==> src/rtl/sine_wb_buffer_if.sv <==
// rtl/sine_wb_buffer_if.sv - issue, result and register-file write bundle for the sine writeback buffer
interface sine_wb_buffer_if #(
  parameter int DEPTH = 4
);
  localparam int CW = $clog2(DEPTH + 1);

  logic          sineEna;
  logic          can_issue;
  logic          done;
  logic [31:0]   result;
  logic [3:0]    out_dest;
  logic          wr_en;
  logic [31:0]   wr_data;
  logic [3:0]    wr_addr;
  logic          wr_ack;
  logic [CW-1:0] count;
  logic          err;

  // The buffer itself
  modport slave (
    input  sineEna, done, result, out_dest, wr_ack,
    output can_issue, wr_en, wr_data, wr_addr, count, err
  );

  // Dispatcher, sine unit and register file seen as one environment
  modport master (
    output sineEna, done, result, out_dest, wr_ack,
    input  can_issue, wr_en, wr_data, wr_addr, count, err
  );
endinterface

==> src/rtl/sine_wb_buffer.sv <==
// rtl/sine_wb_buffer.sv - in-order writeback FIFO with in-flight credit for the sine unit
module sine_wb_buffer #(
  parameter int DEPTH        = 4,
  parameter int MAX_INFLIGHT = 8
) (
  input  logic            clk,
  input  logic            nrst,
  sine_wb_buffer_if.slave bus
);
  localparam int PW = $clog2(DEPTH);
  localparam int CW = $clog2(DEPTH + 1);
  localparam int IW = $clog2(MAX_INFLIGHT + 1);
  localparam int SW = ((CW > IW) ? CW : IW) + 1;

  logic [31:0]   data_mem [DEPTH];
  logic [3:0]    dest_mem [DEPTH];
  logic [PW-1:0] rptr;
  logic [PW-1:0] wptr;
  logic [CW-1:0] count_q;
  logic [IW-1:0] inflight;
  logic          err_q;

  logic pop;
  logic push;
  logic full;
  logic overflow;
  logic inf_full;
  logic inf_empty;
  logic inflight_err;

  // A full buffer may still accept a result when the head leaves in the same cycle
  assign full         = (count_q == CW'(DEPTH));
  assign pop          = (count_q != '0) && bus.wr_ack;
  assign push         = bus.done && (!full || pop);
  assign overflow     = bus.done && full && !pop;
  assign inf_full     = (inflight == IW'(MAX_INFLIGHT));
  assign inf_empty    = (inflight == '0);
  assign inflight_err = (bus.done && inf_empty) ||
                        (bus.sineEna && !bus.done && inf_full);

  // Entry storage; contents are don't-care after reset so no reset term
  always_ff @(posedge clk) begin
    if (push) begin
      data_mem[wptr] <= bus.result;
      dest_mem[wptr] <= bus.out_dest;
    end
  end

  // Pointers and occupancy; power-of-two depth lets the pointers wrap naturally
  always_ff @(posedge clk or negedge nrst) begin
    if (!nrst) begin
      rptr    <= '0;
      wptr    <= '0;
      count_q <= '0;
    end else begin
      if (push) wptr <= wptr + PW'(1);
      if (pop)  rptr <= rptr + PW'(1);
      if (push && !pop)      count_q <= count_q + CW'(1);
      else if (pop && !push) count_q <= count_q - CW'(1);
    end
  end

  // Operations issued to the sine pipeline whose results have not yet arrived
  always_ff @(posedge clk or negedge nrst) begin
    if (!nrst) begin
      inflight <= '0;
    end else if (bus.sineEna && !bus.done && !inf_full) begin
      inflight <= inflight + IW'(1);
    end else if (bus.done && !bus.sineEna && !inf_empty) begin
      inflight <= inflight - IW'(1);
    end
  end

  // Sticky protocol error: overflow, unmatched done, or issue past saturation
  always_ff @(posedge clk or negedge nrst) begin
    if (!nrst) begin
      err_q <= 1'b0;
    end else if (overflow || inflight_err) begin
      err_q <= 1'b1;
    end
  end

  assign bus.wr_en     = (count_q != '0);
  assign bus.wr_data   = bus.wr_en ? data_mem[rptr] : 32'h0;
  assign bus.wr_addr   = bus.wr_en ? dest_mem[rptr] : 4'h0;
  assign bus.count     = count_q;
  assign bus.err       = err_q;
  // Every queued entry and every outstanding operation holds one slot of credit
  assign bus.can_issue = (SW'(count_q) + SW'(inflight)) < SW'(DEPTH);
endmodule
==> src/flat_wrapper.sv <==
// flat-port wrapper written by rule: the top's interface ports become plain ports
module sine_wb_buffer_flat 
#(
  parameter int DEPTH        = 4,
  parameter int MAX_INFLIGHT = 8
)
  (clk, nrst, bus_sineEna, bus_done, bus_result, bus_out_dest, bus_wr_ack, bus_can_issue, bus_wr_en, bus_wr_data, bus_wr_addr, bus_count, bus_err);
  sine_wb_buffer_if #(.DEPTH(DEPTH)) bus_i ();
  input  logic clk;
  input  logic nrst;
  input wire logic [$bits(bus_i.sineEna)-1:0] bus_sineEna;
  input wire logic [$bits(bus_i.done)-1:0] bus_done;
  input wire logic [$bits(bus_i.result)-1:0] bus_result;
  input wire logic [$bits(bus_i.out_dest)-1:0] bus_out_dest;
  input wire logic [$bits(bus_i.wr_ack)-1:0] bus_wr_ack;
  output wire logic [$bits(bus_i.can_issue)-1:0] bus_can_issue;
  output wire logic [$bits(bus_i.wr_en)-1:0] bus_wr_en;
  output wire logic [$bits(bus_i.wr_data)-1:0] bus_wr_data;
  output wire logic [$bits(bus_i.wr_addr)-1:0] bus_wr_addr;
  output wire logic [$bits(bus_i.count)-1:0] bus_count;
  output wire logic [$bits(bus_i.err)-1:0] bus_err;
  assign bus_i.sineEna = bus_sineEna;
  assign bus_i.done = bus_done;
  assign bus_i.result = bus_result;
  assign bus_i.out_dest = bus_out_dest;
  assign bus_i.wr_ack = bus_wr_ack;
  assign bus_can_issue = bus_i.can_issue;
  assign bus_wr_en = bus_i.wr_en;
  assign bus_wr_data = bus_i.wr_data;
  assign bus_wr_addr = bus_i.wr_addr;
  assign bus_count = bus_i.count;
  assign bus_err = bus_i.err;
  sine_wb_buffer #(.DEPTH(DEPTH), .MAX_INFLIGHT(MAX_INFLIGHT)) u_core (.clk(clk), .nrst(nrst), .bus(bus_i));
endmodule
==> config.mk <==
export PLATFORM = sky130hd
export DESIGN_NAME = sine_wb_buffer_flat
export DESIGN_NICKNAME = d
export VERILOG_FILES = /design/src/rtl/sine_wb_buffer_if.sv /design/src/rtl/sine_wb_buffer.sv /design/src/flat_wrapper.sv
export SDC_FILE = /design/constraint.sdc
export NUM_CORES = 1
export LEC_CHECK = 0
export CAP_MARGIN = 15
export CORE_ASPECT_RATIO = 0.7
export CORE_MARGIN = 4
export CORE_UTILIZATION = 55
export CTS_CLUSTER_DIAMETER = 150
export DETAILED_ROUTE_END_ITERATION = 16
export PLACE_DENSITY = 0.84
export SLEW_MARGIN = 20
export SYNTH_ARGS = -nofsm -noshare
export SYNTH_HDL_FRONTEND = slang
export SYNTH_SLANG_ARGS = --single-unit
==> constraint.sdc <==
create_clock -name clk -period 5.6 [get_ports clk]
set_clock_uncertainty 0.1 [all_clocks]
set_input_delay 0.56 -clock clk [delete_from_list [all_inputs] [get_ports clk]]
set_output_delay 0.56 -clock clk [all_outputs]
set_load 0.1 [all_outputs]
==> results.toml, run 1 <==
[clock_tree]
ctsHoldBuffers = 0
cts_buffer_depth = 2
cts_sinks = 156
cts_tree = "done"
clk_pin_slew_ns = 0.06
htreeDepth = 4
postCtsResizedCells = 0
clkLatencyLatePin_ns = 0.41
cts_buffers = 17
cts_root_buffer = "clkbuf_16"
cts_setup_buffers = 0

[yosys]
synthArstFlopShare_pct = 7.69
synth.distinct_cells = 35
synth-edff-count = 144
ys_seq_elements = 156
ys.flop_type = "edfxtp_1"
syn-instance-count = 301
seq_area_frac_synth_pct = 74.3
yosys_warnings = 0
syn_avg_cell_area_um2 = 20.7
syn-cell-area_um2 = 6220
syn-num-nets = 353

[global_route]
antenna_found_initial = 0
grt-ovfl-total = 0
grt_max_degree = 40
met2_usage_pct = 28.4
globalRouteMet1Util_pct = 26.4
met3_usage_pct = 6.55
grt_pass1_vias = 3234
grt_pass1_wl_um = 18100
busiest_layer = "met2"
grt_usage_pct = 18.8

[sta]
fin_crit_sh_pct = 71.0
max_freq_mhz = 252
finalHoldWorstSlack_ns = 0.392
setup_viol = 0
setup_slack_ns = 1.63
rsz0062_at_grt = "no"
period_minus_slack_ns = 3.97
tns_ns = 0
relSlewSlack_pct = 32.8
hold_viol_final = 0
slew_violations = 0
worstMarginPinSlew_ns = 1.01

[route]
wl_per_cell_um = 20.7
dr_total_vias = 3063
dr.pass1.iters = 4
drtAntennaViolNets = 0
drc = 0
wl_um = 11500
viasPerCell = 5.49
first_iter_violations = 194

[die]
fp.dieH_um = 97.0
die_w_um = 135
initial_core_util_pct = 56.3
coreArea_um2 = 11100
die_area_um2 = 13100
placementRows = 32
ioPinCount = 83

[cells_and_area]
area_growth_pct = 24.4
final_nets = 444
antenna_cells = 0
layout-drive-gt1-share_pct = 19.5

[placement]
port_buffers = 82
hpwl_um = 7070
pre_cts_ws_ns = 1.99
gp_congestion = 0.737

[critical_path]
r2r-end = "u_core.bus.count[2]"
r2r_start = "u_core.bus.count[0]"
cp-start-kind = "flop"
cp-startpoint = "u_core.rptr[0]"
critPathMaxStageDelay_ns = 0.96
arrival_ns = 3.31
reg2reg_setup_slack_ns = 3.06
critical_path.endpoint = "bus_wr_data[11]"
reg2regPathDepth = 9
crit_chain = "buf_4 > mux4_2 > and2_1 > clkdlybuf4s50_1"
crit_path_end_kind = "primary output"
slowest_stage = "clkdlybuf4s50_1"
cp.required_ns = 4.94
worstSetupPathType = "flop to primary output"
cp_max_fo = 25

[status]
status = "completed"

[flow_run]
maxCapViolCount = 0

[hold_path]
hold_class = "flop to flop"
-- cells by family (layout without fill, tap and decap cells) --
group / count (synthesis) / after routing / share of synthesized area (%)
AO/OA/AOI/OAI: 10 / 10 / 1.21
flip-flops: 156 / 156 / 74.3
adder cells (fa/ha/maj): 11 / 11 / 2.45
buffers and inverters: 17 / 121 / 1.43
AND/OR/NAND/NOR: 59 / 59 / 5.77
XOR/XNOR: 8 / 8 / 1.13
multiplexers: 40 / 40 / 13.7
-- through the flow --
| step | instance area, um^2 | util (%) | cells |
|---|---|---|---|
| 6_report | 7750 | 70.1 | 558 |
| 4_1_cts | 7750 | 70.1 | 558 |
| 3_3_place_gp | 7190 | 65.1 | 526 |
| 2_1_floorplan | 6220 | - | 301 |
| 5_1_grt | 7750 | 70.1 | 558 |
| 3_5_place_dp | 7190 | 65.1 | 526 |
-- placed cells by master (no fill, tap or decap), types with 3 or more instances in the layout --
master           synthesis  layout
and2_1                  41      37
mux4_2                  36      36
dfrtp_1                 12      10
nand3_1                  3       3
edfxtp_1               144     144
nand2_1                  4       4
buf_4                    1       3
inv_1                    4       4
ha_1                     9       9
xor2_1                   4       4
clkdlybuf4s50_1          0      82
and2_2                   0       4
xnor2_1                  4       4
clkinv_4                 0       4
clkinvlp_4               0       5
clkbuf_16                0      17
-- how the worst min path moves through the flow --
stage / startpoint / end / slack (ns) / cells after the start
after floorplan: nrst / u_core.bus.count[0] / 0.16 / 0
after global placement: u_core.bus.err / u_core.bus.err / 0.36 / 2
after detailed placement: u_core.bus.err / u_core.bus.err / 0.37 / 2
after CTS: u_core.bus.err / u_core.bus.err / 0.39 / 2
after global routing: u_core.bus.err / u_core.bus.err / 0.44 / 2
final: u_core.bus.err / u_core.bus.err / 0.39 / 2
-- critical path: cells and delay by family (launching register included) --
kind	cells	cell delay [ns]
buffers and inverters	2	1.30
DFF	1	0.88
muxes	1	0.53
and+or+nand+nor	1	0.17
-- synthesized netlist by cell type (2+ instances only) --
cell type	instances	share of area [%]
nor3_1	2	0.16
fa_1	2	0.64
buf_6	2	0.36
clkbuf_1	5	0.30
mux4_2	36	13
ha_1	9	1.8
and2_1	41	4.1
xor2_1	4	0.56
mux2_1	2	0.36
a31oi_1	2	0.20
buf_2	5	0.40
nand3_1	3	0.24
nor2b_1	2	0.20
dfrtp_1	12	4.8
xnor2_1	4	0.56
edfxtp_1	144	69
nand2_1	4	0.24
o21ai_0	2	0.16
inv_1	4	0.24
-- layout make-up --
type	instances	area (um^2)
Timing Repair Buffer	85	843
Fill cell	692	3300
Tap cell	153	191
Clock buffer	18	429
Inverter	4	15.0
Multi-Input combinational cell	128	1520
Clock inverter	14	124
Sequential cell	156	4630
-- per-layer routing --
metal | share of wire [%] | wire (um)
met3 | 5.2 | 596
met5 | 0 | 0
met4 | 0.63 | 73
met1 | 46 | 5260
met2 | 49 | 5600
-- registers in the layout, summed over array words and instances, names as in the netlist --
name and flops:
u_core.data_mem 128, u_core.dest_mem 16, u_core.bus.err 1, u_core.rptr 2, u_core.inflight 4, u_core.wptr 2, u_core.bus.count 3
Power of run 1 is not shown: default switching activity piles up to over one toggle a cycle in this logic, so the estimate is an artifact.
==> run 2: changes to the inputs <==
--- a/config.mk
+++ b/config.mk
@@ -8,10 +8,10 @@
 export CAP_MARGIN = 15
 export CORE_ASPECT_RATIO = 0.7
 export CORE_MARGIN = 4
-export CORE_UTILIZATION = 55
+export CORE_UTILIZATION = 49
 export CTS_CLUSTER_DIAMETER = 150
 export DETAILED_ROUTE_END_ITERATION = 16
-export PLACE_DENSITY = 0.84
+export PLACE_DENSITY = 0.79
 export SLEW_MARGIN = 20
 export SYNTH_ARGS = -nofsm -noshare
 export SYNTH_HDL_FRONTEND = slang
==> constraint.sdc (replaced) <==
create_clock -name clk -period 3.45 [get_ports clk]
set_clock_uncertainty 0.1 [all_clocks]
set_input_delay 0.345 -clock clk [delete_from_list [all_inputs] [get_ports clk]]
set_output_delay 0.345 -clock clk [all_outputs]
set_load 0.1 [all_outputs]
==> results.toml, run 2 (same netlist as run 1, synthesis figures left out) <==
[status]
status = "completed"

[global_route]
antenna_found_initial = 0
grt_pass1_vias = 3362
grt_max_degree = 40
grt-ovfl-total = 0
grt_usage_pct = 16.9
grt_pass1_wl_um = 18300

[route]
drtAntennaViolNets = 0
first_iter_violations = 244
viasPerCell = 5.39
dr_total_vias = 3099
wl_per_cell_um = 20.0
drc = 0
wl_um = 11500
dr.pass1.iters = 4

[die]
die_w_um = 143
ioPinCount = 83
initial_core_util_pct = 50.1
die_area_um2 = 14600
placementRows = 34
coreArea_um2 = 12400
fp.dieH_um = 102

[sta]
tns_ns = 0
slew_violations = 0
fin_crit_sh_pct = 80.5
period_minus_slack_ns = 2.78
relSlewSlack_pct = 35.4
max_freq_mhz = 360
rsz0062_at_grt = "no"
setup_viol = 0
worstMarginPinSlew_ns = 0.965
hold_viol_final = 0

[critical_path]
cp-start-kind = "flop"
crit_top_cell = "buf_4"
crit_chain = "buf_4 > mux4_2 > and2_1 > buf_4"
slowest_stage = "dfrtp_2"
cp.required_ns = 3.00
critPathMaxStageDelay_ns = 0.61
worstSetupPathType = "flop to primary output"
cp_max_fo = 11
crit_path_end_kind = "primary output"
arrival_ns = 2.33

[clock_tree]
clk_pin_slew_ns = 0.06
postCtsResizedCells = 0
ctsHoldBuffers = 0
clkLatencyLatePin_ns = 0.40
cts_setup_buffers = 0
cts_tree = "done"
cts_root_buffer = "clkbuf_16"
cts_sinks = 156
cts_buffer_depth = 2
htreeDepth = 4
cts_buffers = 17

[placement]
port_buffers = 82
gp_congestion = 0.714
hpwl_um = 7310

[cells_and_area]
reg_top3 = "u_core.data_mem (128), u_core.dest_mem (16), u_core.inflight (4)"
final_common_cell = "edfxtp_1"
layout_common_cells = "edfxtp_1, buf_4, clkdlybuf4s50_1"
antenna_cells = 0
area_growth_pct = 26.2
final_nets = 452
regMostFlops = "u_core.data_mem"
layout-drive-gt1-share_pct = 31.0
largest_register_ffs = 128

[hold_path]
hold_class = "primary input to async pin"

[flow_run]
maxCapViolCount = 0
==> run 2: layout make-up <==
type,instances,area (um^2)
multi-input combinational,128,1520
timing repair buffer,93,821
sequential,156,4630
inverter,4,15.0
fill,864,4570
tap,162,203
clock inverter,15,241
clock buffer,17,425
==> run 2: per-layer routing <==
metal | vias to the layer above | global-route usage (%) | share of wire, %
li1 | 1399 | - | -
met1 | 1603 | 23.2 | 44
met2 | 90 | 27.4 | 50
met3 | 7 | 4.07 | 5.0
met4 | 0 | 5.26 | 0.54
met5 | - | 0 | 0
==> run 2: metrics by stage <==
| stage | hold WS [ns] | std cells | utilization [%] | instance area (um^2) | worst slack (ns) |
|---|---|---|---|---|---|
| 2_1_floorplan | -0.0506 | 301 | - | 6230 | 0.312 |
| 3_3_place_gp | 0.371 | 543 | 57.9 | 7190 | 0.771 |
| 3_5_place_dp | 0.359 | 543 | 57.9 | 7190 | 0.660 |
| 4_1_cts | 0.190 | 575 | 63.2 | 7860 | 0.583 |
| 5_1_grt | 0.237 | 575 | 63.2 | 7860 | 0.518 |
| 6_report | 0.200 | 575 | 63.2 | 7860 | 0.674 |
==> run 2: worst paths after layout <==
check | slack [ns] | to | cells past startpoint | from
hold reg to reg | 0.38 | u_core.bus.err | 2 | u_core.bus.err
hold / removal | 0.20 | u_core.inflight[2] | 1 | nrst
setup reg to reg | 0.95 | u_core.bus.count[2] | 9 | u_core.bus.count[0]
min in group clk | 0.38 | u_core.bus.err | 2 | u_core.bus.err
max in group asynchronous | 2.65 | u_core.rptr[1] | 1 | nrst
setup / recovery | 0.67 | bus_wr_data[11] | 4 | u_core.rptr[0]
==> run 2: critical path, delay by kind of cell (launching register included) <==
kind	cells	cell delay, ns
DFF	1	0.61
buffers and inverters	2	0.57
muxes	1	0.55
and+or+nand+nor	1	0.18
Power of run 2 is left out for the same reason.
==> run 3: changes to the inputs <==
--- a/config.mk
+++ b/config.mk
@@ -8,10 +8,10 @@
 export CAP_MARGIN = 15
 export CORE_ASPECT_RATIO = 0.7
 export CORE_MARGIN = 4
-export CORE_UTILIZATION = 49
+export CORE_UTILIZATION = 55
 export CTS_CLUSTER_DIAMETER = 150
 export DETAILED_ROUTE_END_ITERATION = 16
-export PLACE_DENSITY = 0.79
+export PLACE_DENSITY = 0.84
 export SLEW_MARGIN = 20
 export SYNTH_ARGS = -nofsm -noshare
 export SYNTH_HDL_FRONTEND = slang
==> constraint.sdc (replaced) <==
create_clock -name clk -period 2.9 [get_ports clk]
set_clock_uncertainty 0.1 [all_clocks]
set_input_delay 0.29 -clock clk [delete_from_list [all_inputs] [get_ports clk]]
set_output_delay 0.29 -clock clk [all_outputs]
set_load 0.1 [all_outputs]
==> results.toml, run 3 (same netlist as run 1, synthesis figures left out) <==
[cells_and_area]
layout_common_cells = "edfxtp_1, buf_12, clkdlybuf4s50_1"
area_growth_pct = 33.5
regArea_um2 = 4630
stdcell_area_um2 = 8310
reg_top3 = "u_core.data_mem (128), u_core.dest_mem (16), u_core.inflight (4)"
final_common_cell = "edfxtp_1"
final_nets = 453
nFillCells = 618
antenna_cells = 0
regMostFlops = "u_core.data_mem"
layout-drive-gt1-share_pct = 33.8
multi_input_area_um2 = 1540
largest_register_ffs = 128

[critical_path]
arrival_ns = 2.27
critical_path.endpoint = "bus_wr_data[23]"
r2r-end = "u_core.inflight[3]"
cp_max_fo = 17
cp-startpoint = "u_core.rptr[0]"
crit_path_end_kind = "primary output"
critPathMaxStageDelay_ns = 0.64
reg2reg_setup_slack_ns = 0.50
slowest_stage = "dfrtp_2"
crit_chain = "buf_12 > mux4_2 > and2_2 > buf_12"
cp.required_ns = 2.51
worstSetupPathType = "flop to primary output"
crit_top_cell = "buf_12"
cp-start-kind = "flop"
reg2regPathDepth = 7
r2r_start = "u_core.inflight[0]"

[clock_tree]
cts_tree = "done"
clkLatencyLatePin_ns = 0.41
cts_root_buffer = "clkbuf_16"
ctsHoldBuffers = 0
cts_sinks = 156
htreeDepth = 4
cts_buffer_depth = 2
cts_setup_buffers = 0
postCtsResizedCells = 0
clk_pin_slew_ns = 0.06
cts_buffers = 17

[flow_run]
maxCapViolCount = 0

[route]
wl_per_cell_um = 21.4
dr_total_vias = 3116
drtAntennaViolNets = 0
dr.pass1.iters = 4
viasPerCell = 5.50
wl_um = 12100
drc = 0
first_iter_violations = 185

[placement]
hpwl_um = 7370
gp_congestion = 0.846
port_buffers = 82
postPlaceCellArea_um2 = 7710

[die]
ioPinCount = 83
coreArea_um2 = 11100
placementRows = 32
initial_core_util_pct = 56.3
fp.dieH_um = 97.0
die_w_um = 135
die_area_um2 = 13100

[sta]
tns_ns = 0
max_freq_mhz = 376
slew_violations = 0
period_minus_slack_ns = 2.66
relSlewSlack_pct = 62.1
rsz0062_at_grt = "no"
hold_viol_final = 0
fin_crit_sh_pct = 91.7
worstMarginPinSlew_ns = 0.567
setup_viol = 0

[hold_path]
hold_class = "primary input to async pin"

[global_route]
grt_usage_pct = 20.1
antenna_found_initial = 0
grt_pass1_wl_um = 19400
grt_pass1_vias = 3509
grt-ovfl-total = 0
grt_max_degree = 39

[status]
status = "completed"
run 3: cell count changes in the layout (fill, tap and decap cells not counted), sizes merged:
cell,delta
clkdlybuf4s50,-4
clkinv,-2
inv,-2
buf,+5
clkbuf,+5
bufinv,-3
clkinvlp,+2
run 3: critical path, delay by kind of cell, from the launching register on:
family	cells	cell delay, ns
buffers and inverters	2	0.41
muxes	1	0.56
and+or+nand+nor	1	0.23
DFF	1	0.64
run 3: area by class of cell:
cell class,count,share of cell area [%]
repair buffers,94,16.0
clock inverters,10,1.69
multi-input cells,128,18.6
clock buffers,22,5.58
flip-flops and latches,156,55.7
inverters,4,0.181
well taps,153,2.30
run 3: how the worst min path moves through the flow:
stage / startpoint / to / slack (ns)
6_report: nrst / u_core.inflight[1] / 0.14
5_1_grt: nrst / u_core.wptr[1] / 0.14
3_3_place_gp: u_core.bus.err / u_core.bus.err / 0.39
3_5_place_dp: u_core.bus.err / u_core.bus.err / 0.39
2_1_floorplan: nrst / u_core.bus.count[0] / -0.11
4_1_cts: nrst / u_core.inflight[1] / 0.14
run 3: metal layers:
metal / track usage (%) / share of wire [%]
met3: 7.43 / 7.7
met1: 28.1 / 42
met2: 30.7 / 49
met4: 4.49 / 0.91
met5: 0 / 0
run 3: stage by stage:
step | hold WS [ns] | instances | util, % | setup slack (ns)
6_report | 0.141 | 567 | 75.2 | 0.242
5_1_grt | 0.142 | 567 | 75.2 | 0.112
4_1_cts | 0.139 | 567 | 75.2 | 0.182
3_5_place_dp | 0.385 | 535 | 69.7 | 0.231
3_3_place_gp | 0.388 | 535 | 69.7 | 0.356
2_1_floorplan | -0.106 | 301 | - | 0.0241
Power of run 3 is left out for the same reason.
